File: config.mk
export PLATFORM = sky130hd
export DESIGN_NAME = pipelined_control_unit_flat
export DESIGN_NICKNAME = d
export VERILOG_FILES = /design/src/rtl/pipelined_control_unit_if.sv /design/src/rtl/pipelined_control_unit.sv /design/src/flat_wrapper.sv
export SDC_FILE = /design/constraint.sdc
export NUM_CORES = 1
export LEC_CHECK = 0
export CAP_MARGIN = 0
export CORE_ASPECT_RATIO = 0.6
export CORE_UTILIZATION = 40
export CTS_CLUSTER_SIZE = 8
export DETAILED_ROUTE_END_ITERATION = 16
export PLACE_DENSITY = 0.83
export SLEW_MARGIN = 30
export SYNTH_ARGS = -nofsm -noshare
export SYNTH_HDL_FRONTEND = slang
export SYNTH_SLANG_ARGS = --single-unit
File: constraint.sdc
create_clock -name clk -period 6.3 [get_ports clk]
set_clock_uncertainty 0.15 [all_clocks]
set_input_delay 1.26 -clock clk [delete_from_list [all_inputs] [get_ports clk]]
set_output_delay 1.26 -clock clk [all_outputs]
set_load 0.03 [all_outputs]
File: src/rtl/pipelined_control_unit_if.sv
// ID-stage request / ID-EX control bundle bus between the pipeline datapath and the control unit.
// The datapath (master) drives the ID-stage fields; the control unit (slave) returns the registered bundle.
interface pipelined_control_unit_if #(
  parameter int REG_ADDR_W = 5,
  parameter int ALUOP_W    = 2
);
  logic                  instr_valid;
  logic [6:0]            opcode;
  logic [REG_ADDR_W-1:0] rs1;
  logic [REG_ADDR_W-1:0] rs2;
  logic [REG_ADDR_W-1:0] rd;
  logic                  branch_taken;
  logic                  ex_valid;
  logic                  ex_branch;
  logic                  ex_jump;
  logic                  ex_memtoreg;
  logic                  ex_memwrite;
  logic                  ex_alusrc;
  logic                  ex_regwrite;
  logic [ALUOP_W-1:0]    ex_aluop;
  logic [REG_ADDR_W-1:0] ex_rd;
  logic                  stall;
  logic                  flush;

  modport master (
    output instr_valid, opcode, rs1, rs2, rd, branch_taken,
    input  ex_valid, ex_branch, ex_jump, ex_memtoreg, ex_memwrite, ex_alusrc,
           ex_regwrite, ex_aluop, ex_rd, stall, flush
  );

  modport slave (
    input  instr_valid, opcode, rs1, rs2, rd, branch_taken,
    output ex_valid, ex_branch, ex_jump, ex_memtoreg, ex_memwrite, ex_alusrc,
           ex_regwrite, ex_aluop, ex_rd, stall, flush
  );
endinterface

File: src/rtl/pipelined_control_unit.sv
// RV32I decode/control: opcode decode into the ID/EX control register, load-use stall, branch flush FSM.
//   state | meaning
//   RUN   | normal decode; stalls on load-use, honours taken branch/jump
//   FLUSH | squashing wrong-path fetches; counter counts remaining cycles
module pipelined_control_unit #(
  parameter int REG_ADDR_W   = 5,
  parameter int FLUSH_CYCLES = 2,
  parameter int EXT_OPS      = 1,
  parameter int ALUOP_W      = 2
) (
  input logic                   clk,
  input logic                   rst_n,
  pipelined_control_unit_if.slave bus
);
  localparam logic [6:0] OP_LOAD   = 7'b0000011;
  localparam logic [6:0] OP_STORE  = 7'b0100011;
  localparam logic [6:0] OP_R      = 7'b0110011;
  localparam logic [6:0] OP_BRANCH = 7'b1100011;
  localparam logic [6:0] OP_IALU   = 7'b0010011;
  localparam logic [6:0] OP_JAL    = 7'b1101111;
  localparam logic [6:0] OP_JALR   = 7'b1100111;
  localparam logic [6:0] OP_LUI    = 7'b0110111;
  localparam logic [6:0] OP_AUIPC  = 7'b0010111;
  localparam logic [2:0] CNT_INIT  = 3'(FLUSH_CYCLES > 1 ? FLUSH_CYCLES - 2 : 0);

  typedef enum logic {RUN = 1'b0, FLUSH = 1'b1} state_t;

  state_t     state_q, state_d;
  logic [2:0] cnt_q, cnt_d;

  logic       known, use_rs1, use_rs2;
  logic       d_branch, d_jump, d_memtoreg, d_memwrite, d_alusrc, d_regwrite;
  logic [1:0] d_aluop;
  logic       hazard, honour, load_ok;

  always_comb begin
    known      = 1'b0;
    use_rs1    = 1'b0;
    use_rs2    = 1'b0;
    d_branch   = 1'b0;
    d_jump     = 1'b0;
    d_memtoreg = 1'b0;
    d_memwrite = 1'b0;
    d_alusrc   = 1'b0;
    d_regwrite = 1'b0;
    d_aluop    = 2'b00;
    case (bus.opcode)
      OP_LOAD:   begin known = 1'b1; use_rs1 = 1'b1; d_alusrc = 1'b1; d_memtoreg = 1'b1; d_regwrite = 1'b1; end
      OP_STORE:  begin known = 1'b1; use_rs1 = 1'b1; use_rs2 = 1'b1; d_alusrc = 1'b1; d_memwrite = 1'b1; end
      OP_R:      begin known = 1'b1; use_rs1 = 1'b1; use_rs2 = 1'b1; d_regwrite = 1'b1; d_aluop = 2'b10; end
      OP_BRANCH: begin known = 1'b1; use_rs1 = 1'b1; use_rs2 = 1'b1; d_branch = 1'b1; d_aluop = 2'b01; end
      OP_IALU:   begin known = 1'b1; use_rs1 = 1'b1; d_alusrc = 1'b1; d_regwrite = 1'b1; d_aluop = 2'b11; end
      OP_JAL: if (EXT_OPS != 0) begin
        known = 1'b1; d_jump = 1'b1; d_regwrite = 1'b1;
      end
      OP_JALR: if (EXT_OPS != 0) begin
        known = 1'b1; use_rs1 = 1'b1; d_jump = 1'b1; d_alusrc = 1'b1; d_regwrite = 1'b1;
      end
      OP_LUI, OP_AUIPC: if (EXT_OPS != 0) begin
        known = 1'b1; d_alusrc = 1'b1; d_regwrite = 1'b1;
      end
      default: ;
    endcase
  end

  always_comb begin
    hazard = (state_q == RUN) && bus.instr_valid && bus.ex_valid && bus.ex_memtoreg &&
             (bus.ex_rd != '0) &&
             ((use_rs1 && (bus.ex_rd == bus.rs1)) || (use_rs2 && (bus.ex_rd == bus.rs2)));
    honour = (state_q == RUN) && bus.branch_taken && bus.ex_valid && (bus.ex_branch || bus.ex_jump);
    bus.flush = honour || (state_q == FLUSH);
    // flush wins: a squashed instruction must not also hold the PC
    bus.stall = hazard && !bus.flush;
    load_ok   = bus.instr_valid && known && !bus.flush && !bus.stall;
  end

  always_comb begin
    state_d = state_q;
    cnt_d   = cnt_q;
    case (state_q)
      RUN: if (honour && (FLUSH_CYCLES > 1)) begin
        state_d = FLUSH;
        cnt_d   = CNT_INIT;
      end
      FLUSH: begin
        if (cnt_q == 3'd0) state_d = RUN;
        else               cnt_d   = cnt_q - 3'd1;
      end
      default: state_d = RUN;
    endcase
  end

  always_ff @(posedge clk or negedge rst_n) begin
    if (!rst_n) begin
      state_q <= RUN;
      cnt_q   <= 3'd0;
    end else begin
      state_q <= state_d;
      cnt_q   <= cnt_d;
    end
  end

  always_ff @(posedge clk or negedge rst_n) begin
    if (!rst_n) begin
      bus.ex_valid    <= 1'b0;
      bus.ex_branch   <= 1'b0;
      bus.ex_jump     <= 1'b0;
      bus.ex_memtoreg <= 1'b0;
      bus.ex_memwrite <= 1'b0;
      bus.ex_alusrc   <= 1'b0;
      bus.ex_regwrite <= 1'b0;
      bus.ex_aluop    <= '0;
      bus.ex_rd       <= '0;
    end else begin
      bus.ex_valid    <= load_ok;
      bus.ex_branch   <= load_ok && d_branch;
      bus.ex_jump     <= load_ok && d_jump;
      bus.ex_memtoreg <= load_ok && d_memtoreg;
      bus.ex_memwrite <= load_ok && d_memwrite;
      bus.ex_alusrc   <= load_ok && d_alusrc;
      bus.ex_regwrite <= load_ok && d_regwrite;
      bus.ex_aluop    <= load_ok ? ALUOP_W'(d_aluop) : '0;
      bus.ex_rd       <= load_ok ? bus.rd : '0;
    end
  end
endmodule
File: src/flat_wrapper.sv
// flat-port wrapper written by rule: the top's interface ports become plain ports
module pipelined_control_unit_flat 
#(
  parameter int REG_ADDR_W   = 5,
  parameter int FLUSH_CYCLES = 2,
  parameter int EXT_OPS      = 1,
  parameter int ALUOP_W      = 2
)
  (clk, rst_n, bus_instr_valid, bus_opcode, bus_rs1, bus_rs2, bus_rd, bus_branch_taken, bus_ex_valid, bus_ex_branch, bus_ex_jump, bus_ex_memtoreg, bus_ex_memwrite, bus_ex_alusrc, bus_ex_regwrite, bus_ex_aluop, bus_ex_rd, bus_stall, bus_flush);
  pipelined_control_unit_if #(.REG_ADDR_W(REG_ADDR_W), .ALUOP_W(ALUOP_W)) bus_i ();
  input logic clk;
  input logic rst_n;
  input wire logic [$bits(bus_i.instr_valid)-1:0] bus_instr_valid;
  input wire logic [$bits(bus_i.opcode)-1:0] bus_opcode;
  input wire logic [$bits(bus_i.rs1)-1:0] bus_rs1;
  input wire logic [$bits(bus_i.rs2)-1:0] bus_rs2;
  input wire logic [$bits(bus_i.rd)-1:0] bus_rd;
  input wire logic [$bits(bus_i.branch_taken)-1:0] bus_branch_taken;
  output wire logic [$bits(bus_i.ex_valid)-1:0] bus_ex_valid;
  output wire logic [$bits(bus_i.ex_branch)-1:0] bus_ex_branch;
  output wire logic [$bits(bus_i.ex_jump)-1:0] bus_ex_jump;
  output wire logic [$bits(bus_i.ex_memtoreg)-1:0] bus_ex_memtoreg;
  output wire logic [$bits(bus_i.ex_memwrite)-1:0] bus_ex_memwrite;
  output wire logic [$bits(bus_i.ex_alusrc)-1:0] bus_ex_alusrc;
  output wire logic [$bits(bus_i.ex_regwrite)-1:0] bus_ex_regwrite;
  output wire logic [$bits(bus_i.ex_aluop)-1:0] bus_ex_aluop;
  output wire logic [$bits(bus_i.ex_rd)-1:0] bus_ex_rd;
  output wire logic [$bits(bus_i.stall)-1:0] bus_stall;
  output wire logic [$bits(bus_i.flush)-1:0] bus_flush;
  assign bus_i.instr_valid = bus_instr_valid;
  assign bus_i.opcode = bus_opcode;
  assign bus_i.rs1 = bus_rs1;
  assign bus_i.rs2 = bus_rs2;
  assign bus_i.rd = bus_rd;
  assign bus_i.branch_taken = bus_branch_taken;
  assign bus_ex_valid = bus_i.ex_valid;
  assign bus_ex_branch = bus_i.ex_branch;
  assign bus_ex_jump = bus_i.ex_jump;
  assign bus_ex_memtoreg = bus_i.ex_memtoreg;
  assign bus_ex_memwrite = bus_i.ex_memwrite;
  assign bus_ex_alusrc = bus_i.ex_alusrc;
  assign bus_ex_regwrite = bus_i.ex_regwrite;
  assign bus_ex_aluop = bus_i.ex_aluop;
  assign bus_ex_rd = bus_i.ex_rd;
  assign bus_stall = bus_i.stall;
  assign bus_flush = bus_i.flush;
  pipelined_control_unit #(.REG_ADDR_W(REG_ADDR_W), .FLUSH_CYCLES(FLUSH_CYCLES), .EXT_OPS(EXT_OPS), .ALUOP_W(ALUOP_W)) u_core (.clk(clk), .rst_n(rst_n), .bus(bus_i));
endmodule
# Word level (Yosys, flattened, before mapping)

Cells that the tools add are included.

Add/sub/neg operators: 1
Equality and inequality tests: 13
Mux-type cells: 18
Bitwise gates (word level): 1
Reductions and logical operators: 34

Operator list:

| operator              | number |
|---|---|
| $eq A7 B6 Y1 const B  | 3 |
| $eq A7 B7 Y1 const B  | 3 |
| $logic_and A1 B1 Y1   | 20 |
| $eq A7 B5 Y1 const B  | 2 |
| $reduce_or A6 Y1      | 2 |
| $mux W1               | 11 |
| $eq A5 B5 Y1          | 2 |
| $reduce_or A9 Y1      | 1 |
| $eq A7 B2 Y1 const B  | 1 |
| $reduce_or A7 Y1      | 1 |
| $mux W3               | 2 |
| $pmux W2 S3           | 1 |
| $pmux W3 S2           | 1 |
| $mux W5               | 1 |
| $reduce_bool A5 Y1    | 1 |
| $logic_not A3 Y1      | 1 |
| $logic_or A1 B1 Y1    | 3 |
| $reduce_or A3 Y1      | 1 |
| $sub A3 B1 Y3 const B | 1 |
| $logic_not A1 Y1      | 2 |
| $mux W2               | 1 |
| $ne A2 B1 Y1 const B  | 1 |
| $ne A2 B2 Y1 const B  | 1 |
| $pmux W1 S2           | 1 |
| 3 further kinds       | 3 |

Register bits after elaboration: 18
Input port bits: 26
Output and inout bits: 16
Logic and storage cells: 78

# Logic depth before layout (Yosys ltp)

Depth after elaboration: 10
Mapped depth: 7
Mapped depth without buffers: 7

# Least setup slack after synthesis

OpenSTA, ideal clock, no wires.

Path kind: input -> output
From: input port bus_opcode[2]
To: output port bus_stall
Data arrival time: 2606 ps
Required time: 4890 ps
Slack: 2284 ps
Stages on the path: 6
Path buffers: 2
Cells stage by stage: buf_6 or3_4 nor3_2 o211a_4 buf_6 and2_1

Word-level cells in the longest chain between the ends: 7
Elaborated cells on any way between the ends: 15
Classes of those cells: eq/ne: 6; mux: 2; reduce/logical: 7

RTL lines:

| item                                                                  | RTL line                     | text |
|---|---|---|
| from (decl)                                                           | flat_wrapper.sv:14           | `input wire logic [$bits(bus_i.opcode)-1:0] bus_opcode;` |
| $eq A7 B6 Y1, or another cell as far along                            | pipelined_control_unit.sv:47 | `case (bus.opcode)` |
| $reduce_or A6 Y1 (no source line) or $reduce_or A3 Y1 (tied branches) | -                            |  |
| $mux W1 (on tied branches)                                            | -                            |  |
| $logic_and A1 B1 Y1                                                   | pipelined_control_unit.sv:69 | `((use_rs1 && (bus.ex_rd == bus.rs1)) \|\| (use_rs2 && (bus.ex_rd == bus.rs2)));` |
| $logic_or A1 B1 Y1 (*)                                                | pipelined_control_unit.sv:69 |  |
| $logic_and A1 B1 Y1 (*)                                               | pipelined_control_unit.sv:68 | `(bus.ex_rd != '0) &&` |
| $logic_and A1 B1 Y1 (*)                                               | pipelined_control_unit.sv:73 | `bus.stall = hazard && !bus.flush;` |
| to (decl)                                                             | flat_wrapper.sv:28           | `output wire logic [$bits(bus_i.stall)-1:0] bus_stall;` |

Every way passes the cells marked *; elsewhere a longest branch is shown, timed or not.

# Worst setup path after layout

From: input port bus_opcode[5]
To: output port bus_stall

The elaborated chain is that of the path after synthesis.

==> out/metrics.yaml <==
pre_cts_slack_ns: 1.270
start_kind: "primary input"
dp_hpwl_um: 2125
ir_drop_mv: 0.07559
syn-cell-area_um2: 1026
core_area_um2: 2293
io_pins: 42
cap_violations: 0
cts_hold_buf: 0
grt_max_degree: 19
critPathTopFamily: "buffers and inverters"
tns_ns: 0
comb_power_share_pct: 23.0
dr.pass1.iters: 4
largest-register: "u_core.bus.ex_rd"
ys_ff_latch: 18
viasPerCell: 5.545
grt_pass1_vias: 842
p_seq_share_pct: 47.9
cp-end-kind: "output pin"
rsz0062_at_grt: "no"
routabilityCongestion: 0.8718
min_period_over_period_pct: 80.22
synth_ff_type: "dfrtp_1"
synth_edf_count: 0
syn-mean-instance-area_um2: 9.589
cts_htree_levels: 1
tightest_slew_ns: 0.7793
antenna_left: 0
timing.slew.headroom_pct: 47.88
critPathLaunch: "bus_opcode[5]"
slew_viol_final: 0
cts_setup_buffers: 0
p_leak_uw: 0.0006233
m1WireLength_um: 1211
swShare_pct: 26.60
p_per_area_nw_per_um2: 178.4
dp.cells: 175
r2r_slack_ns: 4.23
final-hold-violation-count: 0
synth_cell_types: 29
cts_buffer_depth: 2
path_cells: "clkdlybuf4s50_1, nor2b_1, nand2_1, o21ai_0, o211a_4, and2_1, clkdlybuf4s50_1"
nNetsFinal: 178
slowest_stage: "clkdlybuf4s50_1"
hold_depth: 2
min_period_ns: 5.054
synth_warnings: 0
clk_latency_ns: 0.25
start_util_pct: 44.74
wl_met2_um: 1345
wl_per_cell_um: 15.30
setup_viol: 0
worstReg2RegEnd: "u_core.bus.ex_aluop[0]"
hp-class: "reg2reg"
fin_hold_ws_ns: 0.4340
path_class: "in2out"
vias: 987
area_growth_pct: 45.00
die_area_um2: 2778
crit_fanout: 15
intPower_uw: 194.8
io_buffers: 41
drc: 0
synthCells: 107
numCtsBuffers: 3
n_antenna_cell: 0
p_sw_uw: 70.62
critPathCapture: "bus_stall"
cpMostUsedCell: "clkdlybuf4s50_1"
path_depth: 7
critPathRequiredTime_ns: 4.89
stdcell_count: 178
seq_area_frac_synth_pct: 43.90
fin_ws_ns: 1.246
clock-root-buffer: "clkbuf_8"
top_layer: "met4"
clk_pin_slew_worst_paths_ns: 0.06
r2r_cells: 5
cts.sinks: 18
overflow: 0
cts_tree: "yes"
fin_area_um2: 1488
grt_pass1_wl_um: 4209
arrival_ns: 3.64
cp_num_buf_inv: 2
power_frac_clock_pct: 29.2
grt.total_usage_pct: 22.18
place_area_um2: 1446
dieHeight_um: 41.23
nFillCells: 180
rows: 13
synth_nets: 135
cts_resized: 0
ys_async_sr_fraction_pct: 100.0
top_regs: "u_core.bus.ex_rd (5), u_core.cnt_q (3), u_core.bus.ex_aluop (2)"
drive_gt1_share_pct: 5.405
drtIter0Drc: 52
largest_register_ffs: 5
wl_met3_um: 153
r2r-start: "u_core.bus.ex_rd[0]"
cpPeakStageDelay_ns: 0.67
fmax_mhz: 197.9
die_w_um: 67.38
status: "complete, no violations"
antenna_found_initial: 0
wl_um: 2724
-- cells in the mapped netlist, types with 3 or more instances --
cell     count  area [um^2]
dfrtp_1     18        450.4
nand2_1     11        41.29
xnor2_1      9        78.83
o21ai_0      8        40.04
nor2_1       7        26.28
nand3_1      6        30.03
nor3_1       6        30.03
inv_1        5        18.77
a21oi_1      4        20.02
nand4_1      4        25.02
nor4b_1      4        35.03
and2_1       3        18.77
-- logic make-up (layout without fill, tap and decap cells) --
kind of cell | Yosys count | after routing | synth area share [%]
compound gates | 16 | 16 | 9.635
simple gates | 52 | 52 | 30.12
xor+xnor | 11 | 11 | 9.391
buf+inv | 8 | 49 | 4.512
flops | 18 | 18 | 43.90
fa+ha+maj | 2 | 2 | 2.439
-- worst register-to-register path: stages, from the launching register on --
cell	delay [ns]
dfrtp_1	0.42
or4_1	0.53
nor2_1	0.11
nor4_1	0.07
o211a_4	0.21
nor4b_1	0.42
-- routing by layer --
layer / GRT usage (%) / vias up
met5: 0 / -
met4: 6.383 / 0
met1: 29.44 / 484
met3: 3.333 / 2
met2: 38.50 / 39
li1: - / 462
-- worst min path at each step --
stage,start,slack [ns],to
floorplan,u_core.state_q,0.36,u_core.state_q
global route,u_core.state_q,0.48,u_core.state_q
detailed placement,u_core.cnt_q[2],0.42,u_core.cnt_q[2]
global placement,u_core.cnt_q[2],0.40,u_core.cnt_q[2]
CTS,u_core.cnt_q[1],0.44,u_core.cnt_q[1]
finish,u_core.cnt_q[1],0.43,u_core.cnt_q[1]
-- power by group through the flow --
stage	logic, uW	clock network, uW	registers [uW]
detailed placement	58.3	0	129
finish	60.9	77.5	127
global route	66.3	84.3	128
CTS	60.1	78.5	127
global placement	55.4	0	128
floorplan	28.6	0	130
-- stage by stage --
| stage | power, uW | utilization (%) |
|---|---|---|
| 2_1_floorplan | 158.4 | - |
| 5_1_grt | 278.7 | 64.87 |
| 3_3_place_gp | 183.6 | 63.07 |
| 6_report | 265.5 | 64.87 |
| 4_1_cts | 265.7 | 64.87 |
| 3_5_place_dp | 187.5 | 63.07 |
-- placed cells by master, fill, tap and decap left out, drive strengths merged --
cell,n
o211a,1
o21bai,2
nor3,7
a31oi,1
and2,3
dfrtp,18
nor2b,1
nor4b,4
nor2,7
or3,1
xnor2,9
xor2,2
o21ai,8
nand4b,1
clkbuf,3
nand2,11
ha,2
nand4,4
clkdlybuf4s50,41
inv,5
or2,1
a21oi,4
nor4,4
nand3,6
or4,1
and3,1
-- layout make-up --
class / count / area [um^2] / share of cell area [%]
clock buffer: 3 / 41.29 / 2.775
multi-input combinational: 81 / 529.3 / 35.58
sequential: 18 / 450.4 / 30.28
timing repair buffer: 41 / 410.4 / 27.59
tap: 30 / 37.54 / 2.523
inverter: 5 / 18.77 / 1.262
Note: power is estimated with default switching activity, not from simulation.
==> RTL change: new RTL, same flow settings <==
`EXT_OPS` is set to 1 in 2 places; all go to 0.
--- a/src/rtl/pipelined_control_unit.sv
+++ b/src/rtl/pipelined_control_unit.sv
@@ -7,3 +7,3 @@
   parameter int FLUSH_CYCLES = 2,
-  parameter int EXT_OPS      = 1,
+  parameter int EXT_OPS      = 0,
   parameter int ALUOP_W      = 2
--- a/src/flat_wrapper.sv
+++ b/src/flat_wrapper.sv
@@ -5,3 +5,3 @@
   parameter int FLUSH_CYCLES = 2,
-  parameter int EXT_OPS      = 1,
+  parameter int EXT_OPS      = 0,
   parameter int ALUOP_W      = 2
Check against the original RTL: not equivalent (Yosys sat finds a counterexample within 4 cycles, from zero or initial values and one cycle with rst_n low).
==> RTL change against the original RTL <==
Critical path depth is 1 lower; via count shrank 21%; die area decreased by 16%; power is 24% lower; final area is 13% lower; register-to-register slack gained 220 ps; routed wire length down 16%; sequential cell count decreased by 1; sequential power fell by 12%; area after synthesis down 17%; worst setup slack improved by 210 ps; clock power fell by 25%; critical path type unchanged; largest power group unchanged; highest routed layer unchanged.
==> RTL change: results (changes against the original RTL) <==
| Metric | Value |
|---|---|
| Global-route wire length before repair | `3740 um (-11%)` |
| Static Leak | `0.595 nW (-4.5%)` |
| Gr usage total | `0.240 (+0.0178)` |
| Vias in the first global route | `805 (-4.4%)` |
| Largest net degree at the start of global routing | `18 (-1)` |
| Ys async rst share | `1.00 (unchanged)` |
| Run status | `complete, no violations` |
| Routability cong. | `0.870 (-0.23%)` |
| Clk root buf | `clkbuf_4` |
| Clock Latency Late Sink | `290 ps (+40 ps)` |
| N_diodes | `0 (unchanged)` |
| NumNets Final | `154 (-13%)` |
| Power Clock | `58.0 uW (-25%)` |
| Register area share after synthesis | `0.498 (+0.0588)` |
| Top cells by area, synth | `dfrtp_1 50%, xnor2_1 8.2%, nor3b_1 3.5%` |
| Inserted Clock Buffers | `3 (unchanged)` |
| Post-CTS Setup Inserts | `0 (unchanged)` |
| Clk buf depth | `2 (unchanged)` |
| Routed WL per cell | `14.9 um (-2.8%)` |
| Layout cells sized above 1 | `0.0480 (-0.00605)` |
| Vias/cell | `5.08 (-8.3%)` |
| Worst rel slew slack | `0.492 (+0.0135)` |
| H-tree depth | `1 (unchanged)` |
| Hpwl dp | `1920 um (-9.4%)` |
| Crit path DAT | `3440 ps (-200 ps)` |
| Worst-path clk slew | `90 ps (+30 ps)` |
| Largest regs | `u_core.bus.ex_rd: 5 flops, u_core.cnt_q: 3 flops, u_core.bus.ex_aluop: 2 flops` |
| DP Area | `1270 um2 (-12%)` |
| Drt pass-1 iters | `4 (unchanged)` |
| Antenna violations before repair | `0 (unchanged)` |
| Post_cts resized | `0 (unchanged)` |
| Number of fill cells | `170 (-5.6%)` |
| Syn Nets | `111 (-18%)` |
| Peak supply drop | `0.105 mV (+39%)` |
| Class of the worst hold path | `reg -> reg` |
| CP max FO | `14 (-1)` |
| Warnings, synthesis | `0 (unchanged)` |
| Comb. pwr | `32.2 uW (-47%)` |
| Synth cell types | `28 (-3.4%)` |
| IO Port Bufs | `40 (-2.4%)` |
| Internal Pwr Total | `154 uW (-21%)` |
| DRT iter0 DRCs | `36 (-31%)` |
| Reg2Reg Setup Slack | `4450 ps (+220 ps)` |
| Slowest-stage cell, CP | `clkdlybuf4s50_1` |
| Slowest stage delay, CP | `700 ps (+30 ps)` |
| CP top delay family | `buffers and inverters` |
| Synth top cells by count | `17 x dfrtp_1, 8 x xnor2_1, 7 x inv_1` |
==> RTL change: metrics by stage <==
step                power, mW   util  hold slack, ps  std cells  setup slack [ps]
floorplan               0.125      -             309         83              2650
global placement        0.145  0.661             329        149              1550
detailed placement      0.146  0.661             355        149              1490
CTS                     0.203  0.676             369        153              1470
global route            0.212  0.676             408        153              1340
finish                  0.202  0.676             363        153              1450
==> RTL change: final cells by class <==
class / instances / area share
clock buffers: 3 / 0.0173
clock inverters: 1 / 0.00385
inverters: 7 / 0.0202
multi-input cells: 57 / 0.296
flip-flops and latches: 17 / 0.328
well taps: 28 / 0.0270
repair buffers: 40 / 0.308
==> RTL change: routing by layer <==
metal	vias up	share of wire	track usage
met5	-	0	0
met4	0	0.016	0.0611
met3	6	0.070	0.0692
met2	30	0.47	0.376
met1	375	0.44	0.323
li1	367	-	-
==> RTL change: cell families (layout without fill, tap and decap cells) <==
| kind of cell | count (synthesis) | in the layout | share of synthesized area |
|---|---|---|---|
| and+or+nand+nor | 33 | 33 | 0.212 |
| DFF | 17 | 17 | 0.498 |
| AOI/OAI and AO/OA | 11 | 11 | 0.101 |
| xor gates and xnor gates | 10 | 10 | 0.102 |
| buffers and inverters | 9 | 51 | 0.0527 |
| adders and majority gates | 2 | 2 | 0.0293 |
| other | 1 | 1 | 0.00439 |
==> RTL change: final timing paths <==
check	startpoint	to	cells after the start
max reg2reg	u_core.bus.ex_rd[3]	u_core.bus.ex_alusrc	5
min	u_core.cnt_q[0]	u_core.cnt_q[0]	1
max	bus_opcode[4]	bus_stall	6
min in group asynchronous	rst_n	u_core.bus.ex_branch	1
min reg2reg	u_core.cnt_q[0]	u_core.cnt_q[0]	1
max in group asynchronous	rst_n	u_core.cnt_q[0]	1
